[src/rtl/temp_spi_scan.sv]
// Purpose: round-robin SPI reader for N_CH temperature sensors; each channel's frame lands in its own temp_data slice.
// Latency: an accepted trigger opens channel 0 next cycle; scan_done pulses N_CH*CLK_DIV*(2*DATA_W+2)+1 cycles after acceptance.
// Backpressure: none; triggers arriving mid-scan merge into one pending rescan that starts right after DONE.
module temp_spi_scan #(
    parameter int N_CH        = 3,
    parameter int DATA_W      = 16,
    parameter int CLK_DIV     = 4,
    parameter int SCAN_PERIOD = 16000
) (
    input  logic                   fab_clk,
    input  logic                   rst_n,
    input  logic                   enable,
    input  logic                   start,
    input  logic                   temp_so,
    output logic                   temp_sck,
    output logic [N_CH-1:0]        temp_csn,
    output logic [N_CH*DATA_W-1:0] temp_data,
    output logic [N_CH-1:0]        data_valid,
    output logic                   busy,
    output logic                   scan_done,
    output logic [31:0]            scan_count
);

    localparam int CH_W  = (N_CH > 1) ? $clog2(N_CH) : 1;
    localparam int BIT_W = $clog2(DATA_W);
    localparam int TMR_W = (SCAN_PERIOD > 2) ? $clog2(SCAN_PERIOD) : 1;

    localparam logic [7:0]       DIV_LAST = 8'(CLK_DIV - 1);
    localparam logic [BIT_W-1:0] BIT_LAST = BIT_W'(DATA_W - 1);
    localparam logic [CH_W-1:0]  CH_LAST  = CH_W'(N_CH - 1);
    localparam logic [TMR_W-1:0] TMR_LOAD = TMR_W'(SCAN_PERIOD - 1);

    typedef enum logic [2:0] {
        IDLE     = 3'd0,
        CS_SETUP = 3'd1,
        SHIFT    = 3'd2,
        GAP      = 3'd3,
        DONE     = 3'd4
    } state_t;

    state_t           state;
    logic [7:0]       div_cnt;
    logic [BIT_W-1:0] bit_cnt;
    logic [CH_W-1:0]  ch;
    logic [DATA_W-1:0] shift_reg;
    logic [TMR_W-1:0] tmr;
    logic             pend_start;
    logic             pend_tmr;

    logic             tmr_exp;
    logic             trig;
    logic             scan_go;
    logic             div_last;
    logic             in_scan;
    logic [CH_W-1:0]  ch_nxt;

    // A timer-only pending request is void once enable drops, even before the flop clears it.
    assign tmr_exp  = enable & (tmr == '0);
    assign trig     = start | tmr_exp | pend_start | (pend_tmr & enable);
    assign in_scan  = (state != IDLE);
    assign scan_go  = trig & ((state == IDLE) | (state == DONE));
    assign div_last = (div_cnt == DIV_LAST);
    assign ch_nxt   = ch + CH_W'(1);

    // Period timer: held while disabled, reloaded on every scan start, parks at zero until consumed.
    always_ff @(posedge fab_clk or negedge rst_n) begin
        if (!rst_n) begin
            tmr <= TMR_LOAD;
        end else if (!enable || scan_go) begin
            tmr <= TMR_LOAD;
        end else if (tmr != '0) begin
            tmr <= tmr - TMR_W'(1);
        end
    end

    // Pending flag, split by source so a disabled timer can withdraw its own request.
    always_ff @(posedge fab_clk or negedge rst_n) begin
        if (!rst_n) begin
            pend_start <= 1'b0;
            pend_tmr   <= 1'b0;
        end else if (scan_go) begin
            pend_start <= 1'b0;
            pend_tmr   <= 1'b0;
        end else begin
            if (start && in_scan) begin
                pend_start <= 1'b1;
            end
            pend_tmr <= enable & (pend_tmr | (tmr_exp & in_scan));
        end
    end

    // Scan sequencer: chip-select setup, bit shifting, inter-channel gap and scan completion.
    always_ff @(posedge fab_clk or negedge rst_n) begin
        if (!rst_n) begin
            state      <= IDLE;
            div_cnt    <= 8'd0;
            bit_cnt    <= '0;
            ch         <= '0;
            shift_reg  <= '0;
            temp_sck   <= 1'b0;
            temp_csn   <= '1;
            temp_data  <= '0;
            data_valid <= '0;
            busy       <= 1'b0;
            scan_done  <= 1'b0;
            scan_count <= 32'd0;
        end else begin
            scan_done <= 1'b0;
            case (state)
                IDLE: begin
                    if (scan_go) begin
                        state    <= CS_SETUP;
                        ch       <= '0;
                        div_cnt  <= 8'd0;
                        temp_csn <= ~(N_CH'(1));
                        busy     <= 1'b1;
                    end
                end

                CS_SETUP: begin
                    if (div_last) begin
                        state   <= SHIFT;
                        div_cnt <= 8'd0;
                        bit_cnt <= '0;
                    end else begin
                        div_cnt <= div_cnt + 8'd1;
                    end
                end

                SHIFT: begin
                    if (!div_last) begin
                        div_cnt <= div_cnt + 8'd1;
                    end else begin
                        div_cnt <= 8'd0;
                        if (!temp_sck) begin
                            // Rising SCK edge: capture the sensor bit, MSB first.
                            temp_sck  <= 1'b1;
                            shift_reg <= {shift_reg[DATA_W-2:0], temp_so};
                        end else if (bit_cnt == BIT_LAST) begin
                            // Frame complete: close the channel and publish the whole word at once.
                            temp_sck   <= 1'b0;
                            temp_csn   <= '1;
                            temp_data[ch*DATA_W +: DATA_W] <= shift_reg;
                            data_valid[ch] <= 1'b1;
                            state      <= GAP;
                        end else begin
                            temp_sck <= 1'b0;
                            bit_cnt  <= bit_cnt + BIT_W'(1);
                        end
                    end
                end

                GAP: begin
                    if (!div_last) begin
                        div_cnt <= div_cnt + 8'd1;
                    end else begin
                        div_cnt <= 8'd0;
                        if (ch == CH_LAST) begin
                            state      <= DONE;
                            scan_done  <= 1'b1;
                            scan_count <= scan_count + 32'd1;
                        end else begin
                            ch       <= ch_nxt;
                            temp_csn <= ~(N_CH'(1) << ch_nxt);
                            state    <= CS_SETUP;
                        end
                    end
                end

                DONE: begin
                    if (scan_go) begin
                        // A merged request restarts immediately without passing through IDLE.
                        state    <= CS_SETUP;
                        ch       <= '0;
                        div_cnt  <= 8'd0;
                        temp_csn <= ~(N_CH'(1));
                    end else begin
                        state <= IDLE;
                        busy  <= 1'b0;
                    end
                end

                default: begin
                    state    <= IDLE;
                    busy     <= 1'b0;
                    temp_sck <= 1'b0;
                    temp_csn <= '1;
                end
            endcase
        end
    end

endmodule

[config.mk]
export PLATFORM = sky130hd
export DESIGN_NAME = temp_spi_scan
export DESIGN_NICKNAME = d
export VERILOG_FILES = /design/src/rtl/temp_spi_scan.sv
export SDC_FILE = /design/constraint.sdc
export NUM_CORES = 1
export LEC_CHECK = 0
export ABC_AREA = 1
export CORE_ASPECT_RATIO = 1.5
export CORE_MARGIN = 4
export CORE_UTILIZATION = 48
export DETAILED_ROUTE_END_ITERATION = 8
export PLACE_DENSITY = 0.81
export SETUP_SLACK_MARGIN = 0.4
export SYNTH_ARGS = -nofsm -noshare
export SYNTH_HDL_FRONTEND = slang
export SYNTH_SLANG_ARGS = --single-unit
[constraint.sdc]
create_clock -name fab_clk -period 2.65 [get_ports fab_clk]
set_clock_uncertainty 0.15 [all_clocks]
set_input_delay 0.3975 -clock fab_clk [delete_from_list [all_inputs] [get_ports fab_clk]]
set_output_delay 0.3975 -clock fab_clk [all_outputs]
set_load 0.03 [all_outputs]
Word-level counts from Yosys, hierarchy flattened
Index checks and enable logic that the tools add are counted.
Widths: inputs -> output; s select.

word-level totals
  output and inout port bits = 89
  input port bits = 5
  flip-flop bits (word level) = 138

operators by class
  bitwise gates (word level) = 16
  multiplexer cells = 45
  reductions and logical operators = 26
  add/subtract/negate cells = 6
  order comparisons = 2
  shift operators = 3
  equality and inequality tests = 17

operator list
  kind                      number
  $bwmux 48                 1
  $shift 16x34->48 const A  1
  $shiftx 16x34->48         1
  $mux 3                    13
  $neg 6->34                1
  $add 32x1->32 const B     1
  $mux 14                   2
  $ne 2x2->1 const B        9
  $mux 4                    4
  $mux 8                    2
  $pmux 8 s2                1
  $pmux 3 s5                1
  $logic_not 14->1          1
  $reduce_bool 14->1        1
  $sub 14x1->14 const B     1
  $mux 1                    12
  $pmux 3 s4                1
  $reduce_bool 2->1         5
  $reduce_and 3->1          3
  $add 8x1->8 const B       1
  $eq 8x2->1 const B        1
  $pmux 4 s2                1
  $reduce_and 4->1          2
  $reduce_and 7->1          1
  32 further kinds          48

Depth between registers and ports, before layout
  depth in word-level cells = 8
  gate-level depth with buffers = 12
  mapped depth without buffers = 11

Worst setup path before layout
OpenSTA, ideal clock, no wires.

  kind = register -> register
  start point = register ch[0]
  end point = register temp_data[10]
  clock period less this slack = 1.981 ns
  data required time = 2.434 ns
  arrival = 1.765 ns
  stages on the path, launching flop included = 7
  setup slack = 0.669 ns
  setup time = 0.066 ns
  path through = dfrtp_1 -> inv_1 -> ha_1 -> nor3_1 -> buf_2 -> nand3_1 -> nand2_1

between the ends
  longest elaborated chain between the ends = 3
  elaborated cells between the ends (all ways) = 4

ends and longest elaborated chain
  what                                                          RTL line  RTL
  from (decl)                                                   44        logic [CH_W-1:0] ch;
  from (signal assigned)                                        163       ch <= ch_nxt;
  $neg 6->34 (*)                                                143       temp_data[ch*DATA_W +: DATA_W] <= shift_reg;
  $shiftx 16x34->48 / $shift 16x34->48 (equally long branches)  143
  $bwmux 48 (*)                                                 143
  to (signal, indexed assignment)                               143
  to (decl)                                                     17        output logic [N_CH*DATA_W-1:0] temp_data,

Every way passes the cells marked *; elsewhere a longest branch is shown, timed or not.
A chain may end at the register's enable or synchronous reset.

Worst setup path in the final report
  start point = register temp_csn[1]
  end point = output temp_csn[1]

RTL lines
  what                    RTL line  RTL
  from (decl)             16        output logic [N_CH-1:0] temp_csn,
  from (signal assigned)  115       temp_csn <= ~(N_CH'(1));
  from (signal assigned)  164       temp_csn <= ~(N_CH'(1) << ch_nxt);
  from (signal assigned)  176       temp_csn <= ~(N_CH'(1));

No word-level cell between the ends.

==> metrics.md <==
| Metric | Value |
|---|---|
| Status | `finished, final reports clean` |
| Total Power | `6.774 mW` |
| Die width | `109.2 um` |
| Peak supply drop | `0.0004614 V` |
| Most frequent cell after synthesis | `nand2_1` |
| Hold slack | `0.3230 ns` |
| Startpoint types | `flip-flop` |
| RSZ-0062 raised after global routing | `no` |
| Nets@finish | `991` |
| Worst Hold Class | `flip-flop to flip-flop` |
| EDFF count, synth | `0` |
| Final Instance Area | `9164 um^2` |
| Num CTS Buffers | `17` |
| 1st-iter DRT viols | `289` |
| Area Growth Syn to Fin | `24.33%` |
| Clk slew on worst S/H paths | `0.06 ns` |
| Post-Syn Area per Cell | `8.453 um^2` |
| Number of flip-flops in the largest register | `48` |
| Post-Route Setup TNS | `0 ns` |
| DIE HEIGHT | `159.8 um` |
| Dominant synthesized flop cell | `dfrtp_1` |
| Reg2reg start | `div_cnt[0]` |
| R2r worst-path depth | `8` |
| Vias | `6012` |
| Clock sink count | `138` |
| Setup crit end | `temp_csn[1]` |
| Reg2reg end | `temp_data[29]` |
| Max Cap Viol | `0` |
| Syn Nets | `889` |
| Final ANT Viol Nets | `0` |
| Reg-to-reg slack, setup | `0.55 ns` |
| Synthesized area | `7371 um^2` |
| Setup CP Type | `flip-flop to output port` |
| I/O pin count | `94` |
| Post-synth ARST share | `1.000` |
| Clock Latency Late Sink | `0.41 ns` |
| Global-route wire length before repair | `29410 um` |
| Vias per inst | `5.069` |
| CP Cell Sequence | `clkdlybuf4s50_1` |
| Diode count | `0` |
| Crit path from | `temp_csn[1]` |
| Tmin final | `2.180 ns` |
| Initial antenna violation count | `0` |
| FF+latch count, synth | `138` |
| Critical Path AT | `1.63 ns` |
| Largest net degree at the start of global routing | `58` |
| Layout cell share with drive strength beyond 1 | `0.1530` |
| TritonCTS clock tree | `yes` |
| Post-CTS setup buffer count | `0` |
| DR DRC count | `0` |
| Actual slew at the worst max-slew pin | `0.5402 ns` |
| Critical Path RT | `2.10 ns` |
| Synth area leader | `dfrtp_1` |
| Placed cell areas | `8479 um^2` |
| Routed WL | `17410 um` |
| Core Area | `15070 um^2` |
| Tcrit/Tclk final | `0.8228` |
| HPWL Detailed | `12690 um` |
| Cell family with most CP delay | `buffers and inverters` |
| CP max stage delay | `0.67 ns` |
| DR pass1 iterations | `4` |
| Routed wire per std cell | `14.68 um` |
| Die area | `17440 um^2` |
| Clock buffer depth | `2` |
| Max-slew headroom | `0.6399` |
| GRT overflow | `0` |
| Routability cong. | `0.9092` |
| Leakage power | `4.308 nW` |
| Starting Density | `0.4891` |
| CTS Root Cell | `clkbuf_16` |
| Crit path capture type | `output port` |
| Yosys cell types | `43` |
| Number of global-route vias before repair | `6147` |
| Final Hold Vio Count | `0` |
| H-tree depth | `4` |
| Share of the yosys chip area belonging to registers | `0.4711` |
| Max-slew violations | `0` |
| Synth cell count leaders | `nand2_1, dfrtp_1, nor2_1` |
| Top cell type's share of synthesized area | `0.4176` |
| Synth Warn # | `0` |
| Syn Inst Count | `872` |
| IO buf count | `93` |
| Final setup fails | `0` |
| Largest cells by area after synthesis | `dfrtp_1, nand2_1, dfstp_2, nand3_1, nor2_1` |
| Cell row count | `55` |
| Slowest cell on crit path | `clkdlybuf4s50_1` |
| Crit path buf inv count | `1` |
| Fmax | `458.6 MHz` |
| Power density cells | `739.3 nW/um^2` |
| CP Depth | `1` |
| CP max FO | `2` |
| GRT Overall Usage | `0.2100` |
[power breakdown]
part           leakage [nW]  switching (mW)  internal [mW]  total (mW)
Combinational          2.14            1.20          0.550        1.75
Sequential             1.85           0.173           2.28        2.45
Clock                 0.316            1.03           1.54        2.57
[cell type report]
| class | instances | area, um^2 |
|---|---|---|
| Clock inverter | 15 | 215.2 |
| Inverter | 68 | 276.5 |
| Tap cell | 199 | 249.0 |
| Fill cell | 1269 | 5907 |
| Clock buffer | 17 | 425.4 |
| Multi-Input combinational cell | 645 | 3496 |
| Timing Repair Buffer | 104 | 1030 |
| Sequential cell | 138 | 3472 |
[routing by layer]
| metal | share of wire | GRT usage |
|---|---|---|
| met1 | 0.41 | 0.2555 |
| met4 | 0.025 | 0.08168 |
| met2 | 0.53 | 0.3666 |
| met5 | 0 | 0 |
| met3 | 0.040 | 0.03356 |
[worst min-delay path by stage]
stage | start | end | slack [ns] | cells past startpoint
6_report | temp_csn[0] | temp_csn[0] | 0.32 | 2
5_1_grt | temp_data[39] | temp_data[39] | 0.34 | 2
4_1_cts | temp_csn[0] | temp_csn[0] | 0.32 | 2
3_5_place_dp | rst_n | tmr[7] | 0.25 | 1
3_3_place_gp | rst_n | busy | 0.25 | 1
2_1_floorplan | rst_n | bit_cnt[0] | -0.05 | 0
[metrics by stage]
step	instances	worst slack [ns]	util
final	1186	0.4696	0.6081
after global routing	1186	0.4190	0.6081
after CTS	1186	0.4008	0.6058
after detailed placement	1153	0.4298	0.5626
after global placement	1153	0.5200	0.5626
after floorplan	872	0.6689	-
[cells by family after synthesis]
group	synth area share
mux	0.02801
simple gates	0.2996
compound gates	0.07826
xor+xnor	0.04397
buf+inv	0.05873
flops	0.4711
fa+ha+maj	0.02037
[timing repair]
action	4_1_cts	5_1_grt
hold buffers	1	0
gates resized for setup	0	6
endpoints found under the setup margin	0	53
endpoints found under the hold margin	40	0
[cells in the final DEF (no fill, tap or decap), types with 3 or more instances in the layout]
master and n:
bufinv_16 3, nand2_4 5, nand3_1 75, nor2_4 6, nor2_1 97, buf_4 9, nor3_1 7, nand2_1 268
mux2_2 9, xnor2_1 21, dfrtp_1 123, ha_1 11, mux2_4 7, inv_2 3, clkdlybuf4s50_1 92, dfstp_2 15
o21ai_2 32, nand3b_1 4, o21ai_0 38, inv_1 60, clkbuf_16 17, nand4_1 8, a21oi_1 6, inv_6 7
inv_8 5, nor2_2 3, nand2_2 12, xor2_1 16
No activity file was read; power rests on OpenSTA's default activity.
